--- src/rtl/arith_pkg.sv ---
// Shared definitions for the chunked arithmetic blocks: the controller
// state encoding and the default operand/chunk widths.
package arith_pkg;

    // Controller states: IDLE accepts a request, RUN walks the chunks.
    typedef enum logic {
        IDLE = 1'b0,
        RUN  = 1'b1
    } state_t;

    // Default operand width and bits processed per clock.
    localparam int DEFAULT_WIDTH = 16;
    localparam int DEFAULT_CHUNK = 4;

endpackage : arith_pkg

--- src/rtl/chunk_adder.sv ---
// Purely combinational CHUNK-bit ripple-carry full-adder slice.
// The multi-cycle adder reuses one of these every clock, so the carry
// chain seen by timing is only CHUNK bits long.
module chunk_adder
    import arith_pkg::*;
#(
    parameter int CHUNK = DEFAULT_CHUNK
) (
    input  logic [CHUNK-1:0] x,
    input  logic [CHUNK-1:0] y,
    input  logic             ci,
    output logic [CHUNK-1:0] s,
    output logic             co
);

    logic [CHUNK:0] carry;

    // Ripple the carry bit by bit through the slice.
    always_comb begin
        carry    = '0;
        s        = '0;
        carry[0] = ci;
        for (int i = 0; i < CHUNK; i++) begin
            s[i]       = x[i] ^ y[i] ^ carry[i];
            carry[i+1] = (x[i] & y[i]) | (x[i] & carry[i]) | (y[i] & carry[i]);
        end
        co = carry[CHUNK];
    end

endmodule : chunk_adder

--- src/rtl/chunked_add_sub.sv ---
// Multi-cycle adder/subtractor: processes a WIDTH-bit operand pair CHUNK
// bits per clock through a single chunk_adder, carrying between chunks in
// a registered carry flop. Subtraction is done as A + ~B + 1 (the +1 comes
// from presetting the carry flop), so cout reads as "no borrow".
// Optional feature macro: ADDER_OVERFLOW_EN builds the signed-overflow
// flag; without it the overflow port is tied low.
module chunked_add_sub
    import arith_pkg::*;
#(
    parameter int WIDTH = DEFAULT_WIDTH,
    parameter int CHUNK = DEFAULT_CHUNK
) (
    input  logic             clk,
    input  logic             rst,
    input  logic             start,
    input  logic [WIDTH-1:0] a,
    input  logic [WIDTH-1:0] b,
    input  logic             sub,
    input  logic             cin,
    output logic             ready,
    output logic             done,
    output logic [WIDTH-1:0] sum,
    output logic             cout,
    output logic             overflow
);

    localparam int N = WIDTH / CHUNK;
    localparam int IDX_W = (N > 1) ? $clog2(N) : 1;
    localparam logic [IDX_W-1:0] LAST_IDX = IDX_W'(N - 1);

    state_t state;
    state_t next_state;

    logic [IDX_W-1:0] idx;
    logic [WIDTH-1:0] a_reg;
    logic [WIDTH-1:0] b_reg;
    logic [WIDTH-1:0] work_sum;
    logic [WIDTH-1:0] next_work;
    logic             carry;

    logic [CHUNK-1:0] x_slice;
    logic [CHUNK-1:0] y_slice;
    logic [CHUNK-1:0] s_slice;
    logic             co_slice;

    logic accept;
    logic finish;

    assign accept = (state == IDLE) && start;
    assign finish = (state == RUN) && (idx == LAST_IDX);

    // State register.
    always_ff @(posedge clk) begin
        if (rst) begin
            state <= IDLE;
        end else begin
            state <= next_state;
        end
    end

    // Next-state logic: a start in RUN is simply ignored.
    always_comb begin
        next_state = state;
        unique case (state)
            IDLE: if (start)  next_state = RUN;
            RUN:  if (finish) next_state = IDLE;
            default:          next_state = IDLE;
        endcase
    end

    // Output logic: ready only while idle.
    always_comb begin
        ready = (state == IDLE);
    end

    // Select the current chunk of both operands and merge the adder result
    // into the working sum so completion can register the full word.
    always_comb begin
        x_slice   = a_reg[int'(idx)*CHUNK +: CHUNK];
        y_slice   = b_reg[int'(idx)*CHUNK +: CHUNK];
        next_work = work_sum;
        next_work[int'(idx)*CHUNK +: CHUNK] = s_slice;
    end

    chunk_adder #(
        .CHUNK(CHUNK)
    ) u_chunk_adder (
        .x (x_slice),
        .y (y_slice),
        .ci(carry),
        .s (s_slice),
        .co(co_slice)
    );

    // Datapath: load operands on accept, step one chunk per RUN cycle,
    // and publish the result registers on the final chunk.
    always_ff @(posedge clk) begin
        if (rst) begin
            a_reg    <= '0;
            b_reg    <= '0;
            work_sum <= '0;
            carry    <= 1'b0;
            idx      <= '0;
            sum      <= '0;
            cout     <= 1'b0;
            done     <= 1'b0;
        end else begin
            done <= finish;
            if (accept) begin
                a_reg    <= a;
                b_reg    <= sub ? ~b : b;
                carry    <= cin ^ sub;
                work_sum <= '0;
                idx      <= '0;
            end else if (state == RUN) begin
                work_sum <= next_work;
                carry    <= co_slice;
                idx      <= finish ? '0 : idx + 1'b1;
                if (finish) begin
                    sum  <= next_work;
                    cout <= co_slice;
                end
            end
        end
    end

`ifdef ADDER_OVERFLOW_EN
    // Signed overflow: operands agree in sign but the result does not.
    always_ff @(posedge clk) begin
        if (rst) begin
            overflow <= 1'b0;
        end else if (finish) begin
            overflow <= (a_reg[WIDTH-1] == b_reg[WIDTH-1]) &&
                        (next_work[WIDTH-1] != a_reg[WIDTH-1]);
        end
    end
`else
    assign overflow = 1'b0;
`endif

endmodule : chunked_add_sub

--- config.mk ---
export PLATFORM = sky130hd
export DESIGN_NAME = chunked_add_sub
export DESIGN_NICKNAME = d
export VERILOG_FILES = /design/src/rtl/arith_pkg.sv /design/src/rtl/chunk_adder.sv /design/src/rtl/chunked_add_sub.sv
export SDC_FILE = /design/constraint.sdc
export NUM_CORES = 1
export LEC_CHECK = 0
export BUFFER_PORTS_ARGS = -buffer_cell sky130_fd_sc_hd__clkbuf_2
export CAP_MARGIN = 20
export CORE_MARGIN = 2
export CORE_UTILIZATION = 50
export CTS_BUF_LIST = sky130_fd_sc_hd__clkbuf_8
export DETAILED_ROUTE_END_ITERATION = 8
export PLACE_DENSITY = 0.79
export REMOVE_ABC_BUFFERS = 1
export SETUP_SLACK_MARGIN = 0.05
export SYNTH_ARGS = -nofsm -noshare
export SYNTH_HDL_FRONTEND = slang
export SYNTH_HIERARCHICAL = 1
export SYNTH_SLANG_ARGS = --single-unit
--- constraint.sdc ---
create_clock -name clk -period 3.01 [get_ports clk]
set_input_delay 0.1505 -clock clk [delete_from_list [all_inputs] [get_ports clk]]
set_output_delay 0.1505 -clock clk [all_outputs]
set_load 0.02 [all_outputs]
==> impl_summary.txt, run 1 <==
----------------------------------------------------
[Run status]
  Outcome ... finished clean

[Flow run]
  Count of maximum capacitance violations ... 0

[Final layout]
  Area occupied by multi-input gates ... 0.00156 mm^2
  Final non-filler cell area ... between 0.003 and 0.004 mm^2
  Number of diodes ... 0
  Share of cells above drive strength 1 ... 25.3%
  Core Util, Final ... 60.4%
  Area Overhead vs Synth ... 15.7%
  Filler Cell Count ... roughly 520
  Sequential cell area ... 0.00133 mm^2
  Final-stage net count ... 433

[Critical path]
  Capturing point of the worst reg2reg path ... sum[15]
  CP max stage delay ... a little over 0.5 ns
  Number of cells traversed by the worst register-to-register path ... 12
  Element type at the critical path start ... register
  Setup slack of the most critical reg-to-reg path ... 0.12 ns
  CP max stage cell ... sky130_fd_sc_hd__mux4_2
  Most used cell, CP ... sky130_fd_sc_hd__inv_2
  Total buffers and inverters traversed by the critical path ... 5
  Maximum fanout encountered on the critical timing path ... 6
  Type of the worst setup path ... reg2reg
  Crit path required time ... 3.29 ns
  Endpoint kind of the worst setup timing path ... register
  Endpoint arrival time on the critical path ... roughly 3.2 ns
  Dominant delay contributor by cell family on the critical path ... adder cells
  Cell chain of the critical path ... mux4_2, inv_2, fa_1, inv_1, fa_2, fa_2, inv_2, fa_1, inv_2, buf_6, nand4b_1, a21oi_1
  Worst R2R Start ... idx[0]

[Yosys]
  Top post-synthesis cells by count ... sky130_fd_sc_hd__dfxtp_1 (66), sky130_fd_sc_hd__nand2_1 (51), sky130_fd_sc_hd__nor2_1 (35)
  Dominant cell type by area after synthesis ... sky130_fd_sc_hd__dfxtp_1
  Syn. warnings ... 6
  Cell variety after synth ... 36
  Sequential share of the synthesized area ... around 42%
  Number of synthesized flops with an enable pin ... 0
  Fraction of synthesis flops using an asynchronous set or reset pin ... 0%
  Gate count of the mapped netlist ... 342
  Most repeated cell in the gate-level netlist after synthesis ... sky130_fd_sc_hd__dfxtp_1
  Flops & latches, synth ... 66
  Synthesized area divided by synthesized cell count ... 9.14 um^2
  Dominant synthesized flop cell ... sky130_fd_sc_hd__dfxtp_1
  Largest cells by area after synthesis ... sky130_fd_sc_hd__dfxtp_1 (42%), sky130_fd_sc_hd__nand2_1 (6.1%), sky130_fd_sc_hd__mux4_2 (5.8%)
  Cell area after synthesis ... roughly 0.0031 mm^2
  Synth top area share ... a little over two fifths

[Die]
  Initial core utilization ... between 50% and 60%
  Die height ... roughly 83 um
  Area of the die ... 0.00690 mm^2
  Area of the placeable core ... between 0.005 and 0.006 mm^2
  Die width ... roughly 83 um
  Count of standard-cell rows ... 28
  Number of primary I/O pins ... 57

[Power]
  Power spent charging and discharging nets ... 0.544 mW
  Internal power ... ~1.6 mW
  Leak pwr ... approximately 1.4 nW
  Combinational Power Share ... approximately an eighth
  Overall power of the completed layout ... about 2.1 mW
  Sequential Power Share ... 44.0%
  Maximum vdd drop ... a little over 0.4 mV
  PD cells ... 587 mW/mm^2
  Switching share of total power ... 25.6%
  Share of total power in the clock network ... between 40 and 50%

[Routing]
  Number of routed nets with antenna violations ... 0
  Drt wl/cell ... 14.0 um
  Vias per cell ... 5.42
  Length of the first detailed-routing pass in iterations ... 4
  Initial detailed-routing violation count ... 100
  DR DRC count ... 0
  Detailed-route wire length ... 6530 um
  Vias after detailed routing ... about 2.5k

[STA]
  Worst clock skew on the final layout ... 0.0118 ns
  Highest Clock Rate ... 0.347 GHz
  Final max-slew violation count ... 0
  Setup repair after global routing missed its margin ... yes
  Number of hold violations in the final report ... 0
  Relative slew slack ... 51.5%
  Post-route clock period utilization ... 95.9%
  Post-Route Setup TNS ... 0 ns
  Setup Viol. Count Final ... 0
  Crit path time final ... just under 3 ns
  Measured slew at the worst slew-check pin ... 0.728 ns
  Least setup slack across all paths after layout ... 0.124 ns

[CTS]
  Clock tree from TritonCTS ... built
  Clk Tree Root Cell ... sky130_fd_sc_hd__clkbuf_8
  Number of buffers created by CTS ... 9
  H-tree lvl count ... 3
  TritonCTS Sinks ... 66
  Post-CTS Hold Buffers ... 0
  Clock Path Buffers ... 2
  Insertion delay of the later-clocked pin in the worst-skew pair ... 0.35 ns
  Clock slew at reported path FFs ... ~0.080 ns

[Place]
  Post-detailed-placement cell area ... 0.00336 mm^2
  DP HPWL ... 4540 um
  RePlAce Congestion ... 0.830
  Worst slack at placement ... -0.0258 ns
  IO Port Bufs ... 55

[Min path]
  Destination of the worst hold path ... a_reg[14]
  Start point of the worst min-delay path ... a[14]
  Hold Path Depth ... 3
  Path type of the worst min-delay path ... in2reg

[Global route]
  Sum of overflow across all layers after global routing ... 0
  Number of global-route vias before repair ... 2,497
  Number of antenna violations at the first check in global routing ... 0
  Largest net degree at the start of global routing ... 49
  Total routing usage reported by global routing ... roughly a fifth
  Global-route wire length before repair ... around 11,000 um

----------------------------------------------------
[per-layer routing]
metal / share of wire, % / track usage (%)
met3: 6.0 / 3.88
met1: 45 / 24.2
met2: 48 / 32.9
met5: 0 / 0
met4: 1.9 / 8.64
[per-stage QoR]
| stage | cells | hold WS (ns) |
|---|---|---|
| after detailed placement | 451 | 0.380 |
| after global placement | 451 | 0.376 |
| after CTS | 467 | 0.0143 |
| after floorplan | 312 | 0.220 |
| final | 467 | 0.0216 |
| after global routing | 467 | 0.0280 |
[power by group through the flow]
stage	combinational, mW	clock [mW]	sequential, mW
2_1_floorplan	0.165	0	0.953
3_3_place_gp	0.264	0	0.953
3_5_place_dp	0.271	0	0.954
4_1_cts	0.274	0.918	0.934
5_1_grt	0.309	0.960	0.938
6_report	0.281	0.907	0.934
[worst max-delay path by stage]
| stage | to | cells past startpoint | slack, ns | from |
|---|---|---|---|---|
| after floorplan | sum[11] | 11 | -0.27 | idx[0] |
| after global routing | sum[15] | 12 | 0.03 | idx[0] |
| after detailed placement | sum[7] | 12 | -0.03 | idx[0] |
| after CTS | sum[15] | 12 | 0.07 | idx[0] |
| after global placement | sum[7] | 12 | 0.04 | idx[0] |
| final | sum[15] | 12 | 0.12 | idx[0] |
[worst register-to-register path: cells and delay by family, from the launching register on]
family	cells	cell delay [ns]
compound gates	1	0.18
fa+ha+maj	4	1.27
buf+inv	5	0.37
flops	1	0.38
mux	1	0.51
simple gates	1	0.11
[cell usage in the layout (no fill, tap or decap), types with 2 or more instances in the layout]
cell type,n
sky130_fd_sc_hd__dfxtp_1,65
sky130_fd_sc_hd__clkbuf_2,55
sky130_fd_sc_hd__nand2_1,51
sky130_fd_sc_hd__nor2_1,35
sky130_fd_sc_hd__a21oi_1,33
sky130_fd_sc_hd__xnor2_1,17
sky130_fd_sc_hd__a211oi_1,16
sky130_fd_sc_hd__inv_1,11
sky130_fd_sc_hd__nor3_1,9
sky130_fd_sc_hd__clkbuf_8,9
sky130_fd_sc_hd__mux4_2,8
sky130_fd_sc_hd__nand4_1,8
sky130_fd_sc_hd__a311oi_1,8
sky130_fd_sc_hd__buf_4,8
sky130_fd_sc_hd__nand2b_1,6
sky130_fd_sc_hd__ha_1,5
sky130_fd_sc_hd__nand4b_1,4
sky130_fd_sc_hd__a32oi_1,4
sky130_fd_sc_hd__and2b_1,4
sky130_fd_sc_hd__a221oi_1,4
sky130_fd_sc_hd__inv_2,4
sky130_fd_sc_hd__nand3_1,3
sky130_fd_sc_hd__bufinv_16,3
sky130_fd_sc_hd__nor2b_1,2
sky130_fd_sc_hd__clkinv_4,2
sky130_fd_sc_hd__fa_2,2
sky130_fd_sc_hd__fa_1,2
[cell type report]
class / instances / area share (%)
Inverter: 14 / 1.45
Tap cell: 75 / 2.60
Timing Repair Buffer: 64 / 9.58
Sequential cell: 66 / 36.6
Clock inverter: 7 / 3.29
Clock buffer: 9 / 3.43
Multi-Input combinational cell: 232 / 43.0
[repair_timing]
item,4_1_cts,5_1_grt
pin swaps,1,3
cloned,0,0
setup endpoints to repair,7,7
buffers inserted,0,0
gates resized for setup,3,6
[logic make-up (layout without fill, tap and decap cells)]
family / Yosys count / count (layout) / share of synthesized area (%)
compound gates: 66 / 66 / 13.9
xor+xnor: 17 / 17 / 4.77
fa+ha+maj: 9 / 9 / 4.57
buf+inv: 44 / 94 / 8.09
flops: 66 / 66 / 42.3
mux: 8 / 8 / 5.77
other cells: 1 / 1 / 0.120
simple gates: 131 / 131 / 20.5
Note: power is estimated with default switching activity, not from simulation.
==> run 2, diff against run 1 <==
- PLACE_DENSITY: 0.79 -> 0.84
==> impl_summary.txt, run 2 (synthesis gave the netlist of run 1 again) <==
----------------------------------------------------
[Die]
  Count of standard-cell rows ... 28 (unchanged)
  Number of primary I/O pins ... 57 (unchanged)
  Die height ... 83.0 um (unchanged)
  Area of the die ... 0.00690 mm^2 (unchanged)
  Area of the placeable core ... 0.00599 mm^2 (unchanged)
  Initial core utilization ... 52.2% (unchanged)
  Die width ... 83.0 um (unchanged)

[Global route]
  Number of global-route vias before repair ... 2,417 (was 2,497)
  Largest net degree at the start of global routing ... 49 (unchanged)
  Sum of overflow across all layers after global routing ... 0 (unchanged)
  Total routing usage reported by global routing ... 19.5% (about the same)
  Number of antenna violations at the first check in global routing ... 0 (unchanged)
  Global-route wire length before repair ... 10,800 um (was 11,000 um)

[CTS]
  TritonCTS Sinks ... 66 (unchanged)
  Insertion delay of the later-clocked pin in the worst-skew pair ... 0.35 ns (about the same)
  H-tree lvl count ... 3 (unchanged)
  Clock Path Buffers ... 2 (unchanged)
  Clk Tree Root Cell ... sky130_fd_sc_hd__clkbuf_8 (unchanged)
  Clock tree from TritonCTS ... built (unchanged)
  Number of buffers created by CTS ... 9 (unchanged)
  Number of buffers added for setup after CTS ... 0 (unchanged)
  Clock slew at reported path FFs ... 0.07 ns (was 0.08 ns)

[Routing]
  Vias per cell ... 5.45 (was 5.42)
  Vias after detailed routing ... 2,546 (was 2,533)
  DR DRC count ... 0 (unchanged)
  Initial detailed-routing violation count ... 127 (was 100)
  Drt wl/cell ... 14.1 um (was 14.0 um)
  Length of the first detailed-routing pass in iterations ... 4 (unchanged)
  Detailed-route wire length ... 6580 um (was 6530 um)
  Number of routed nets with antenna violations ... 0 (unchanged)

[STA]
  Measured slew at the worst slew-check pin ... 0.720 ns (was 0.728 ns)
  Post-route clock period utilization ... 95.7% (was 95.9%)
  Setup repair after global routing missed its margin ... yes (unchanged)
  Crit path time final ... 2.88 ns (was 2.89 ns)
  Worst clock skew on the final layout ... 0.0119 ns (was 0.0118 ns)
  Final max-slew violation count ... 0 (unchanged)
  Relative slew slack ... 52.0% (was 51.5%)
  Setup Viol. Count Final ... 0 (unchanged)
  Number of hold violations in the final report ... 0 (unchanged)
  Highest Clock Rate ... 0.347 GHz (about the same)
  Hold slack final ... 0.0158 ns (was 0.0216 ns)

[Min path]
  Path type of the worst min-delay path ... in2reg (unchanged)

[Power]
  PD cells ... 519 mW/mm^2 (was 587 mW/mm^2)
  Leak pwr ... 1.40 nW (was 1.43 nW)
  Maximum vdd drop ... 0.283 mV (was 0.411 mV)

[Final layout]
  Most frequent standard cell in the layout excluding fill and tap cells ... sky130_fd_sc_hd__dfxtp_1 (unchanged)
  Filler Cell Count ... 545 (was 524)
  Final std cells w/o fill ... 467 (unchanged)
  Commonest cells after routing, fill and taps aside ... sky130_fd_sc_hd__dfxtp_1 (65), sky130_fd_sc_hd__clkbuf_2 (55), sky130_fd_sc_hd__nand2_1 (51) (unchanged)
  Final-stage net count ... 433 (unchanged)
  Share of cells above drive strength 1 ... 25.5% (was 25.3%)
  Area Overhead vs Synth ... 13.4% (was 15.7%)
  Number of diodes ... 0 (unchanged)

[Place]
  RePlAce Congestion ... 0.821 (was 0.830)
  IO Port Bufs ... 55 (unchanged)
  Placed instance count ... 451 (unchanged)
  DP HPWL ... 4660 um (was 4540 um)

[Critical path]
  Endpoint kind of the worst setup timing path ... register (unchanged)
  CP max stage delay ... 0.51 ns (about the same)
  Crit path required time ... 3.29 ns (about the same)
  Endpoint arrival time on the critical path ... 3.16 ns (about the same)
  Type of the worst setup path ... reg2reg (unchanged)
  Maximum fanout encountered on the critical timing path ... 5 (was 6)
  Most used cell, CP ... sky130_fd_sc_hd__inv_2 (unchanged)
  Element type at the critical path start ... register (unchanged)
  Cell chain of the critical path ... mux4_2, inv_2, fa_1, inv_1, fa_2, fa_2, inv_2, fa_1, inv_2, buf_6, nand4b_1, a21oi_2 (was mux4_2, inv_2, fa_1, inv_1, fa_2, fa_2, inv_2, fa_1, inv_2, buf_6, nand4b_1, a21oi_1)
  CP max stage cell ... sky130_fd_sc_hd__mux4_2 (unchanged)

[Run status]
  Outcome ... finished clean (unchanged)

[Flow run]
  Count of maximum capacitance violations ... 0 (unchanged)

----------------------------------------------------
==> run 2: worst max-delay path, delay by kind of cell (launching register included) <==
| family | cells | cell delay, ns |
|---|---|---|
| and+or+nand+nor | 1 | 0.10 |
| buffers and inverters | 5 | 0.39 |
| adders and majority gates | 4 | 1.25 |
| DFF | 1 | 0.38 |
| AOI/OAI and AO/OA | 1 | 0.17 |
| muxes | 1 | 0.51 |
==> run 2: layout make-up <==
cell class              instances  area [um^2]  area share [%]
clock buffers                   9          124            3.50
clock inverters                 7         38.8            1.09
inverters                      14         52.6            1.48
multi-input cells             232         1560            44.1
flip-flops and latches         66         1330            37.4
well taps                      75         93.8            2.65
repair buffers                 64          347            9.78
==> run 2: metal layers <==
metal  vias to the layer above  global-route usage, %  wire (um)
li1                       1281                      -          -
met1                      1171                   21.8       2780
met2                        76                   33.5       3280
met3                        18                   5.17        339
met4                         0                   11.0        185
met5                         -                      0          0
==> run 2: repair_timing <==
item                       CTS  global route
pin swaps                    2             2
hold buffers                 0             0
cloned                       0             0
setup endpoints to repair    6             6
resized for setup            6             5
==> run 2: metrics by stage <==
step / TNS [ns] / total power [mW] / utilization, % / setup slack, ns / area, um^2
finish: 0 / 1.84 / 59.1 / 0.129 / 3540
detailed placement: -0.155 / 1.23 / 56.1 / -0.0813 / 3360
global route: -0.00614 / 1.92 / 59.1 / -0.00614 / 3540
global placement: 0 / 1.21 / 56.1 / 0.0428 / 3360
floorplan: -1.33 / 1.12 / - / -0.274 / 2920
CTS: 0 / 1.85 / 58.9 / 0.0780 / 3530
==> run 2: path summary, 6_finish.rpt <==
path                                 from        end  slack, ns  depth (start not counted)
worst max-delay path               idx[0]    sum[15]       0.13                         12
worst min-delay path                a[14]  a_reg[14]       0.02                          3
worst max register to register     idx[0]    sum[15]       0.13                         12
worst min register to register  a_reg[10]  a_reg[10]       0.45                          2
==> run 2: report_power, final <==
group,switching (mW),internal [mW],total [mW],leakage (nW)
Sequential,0.0252,0.911,0.937,0.539
Combinational,0.162,0.117,0.279,0.768
Clock,0.335,0.289,0.624,0.0914
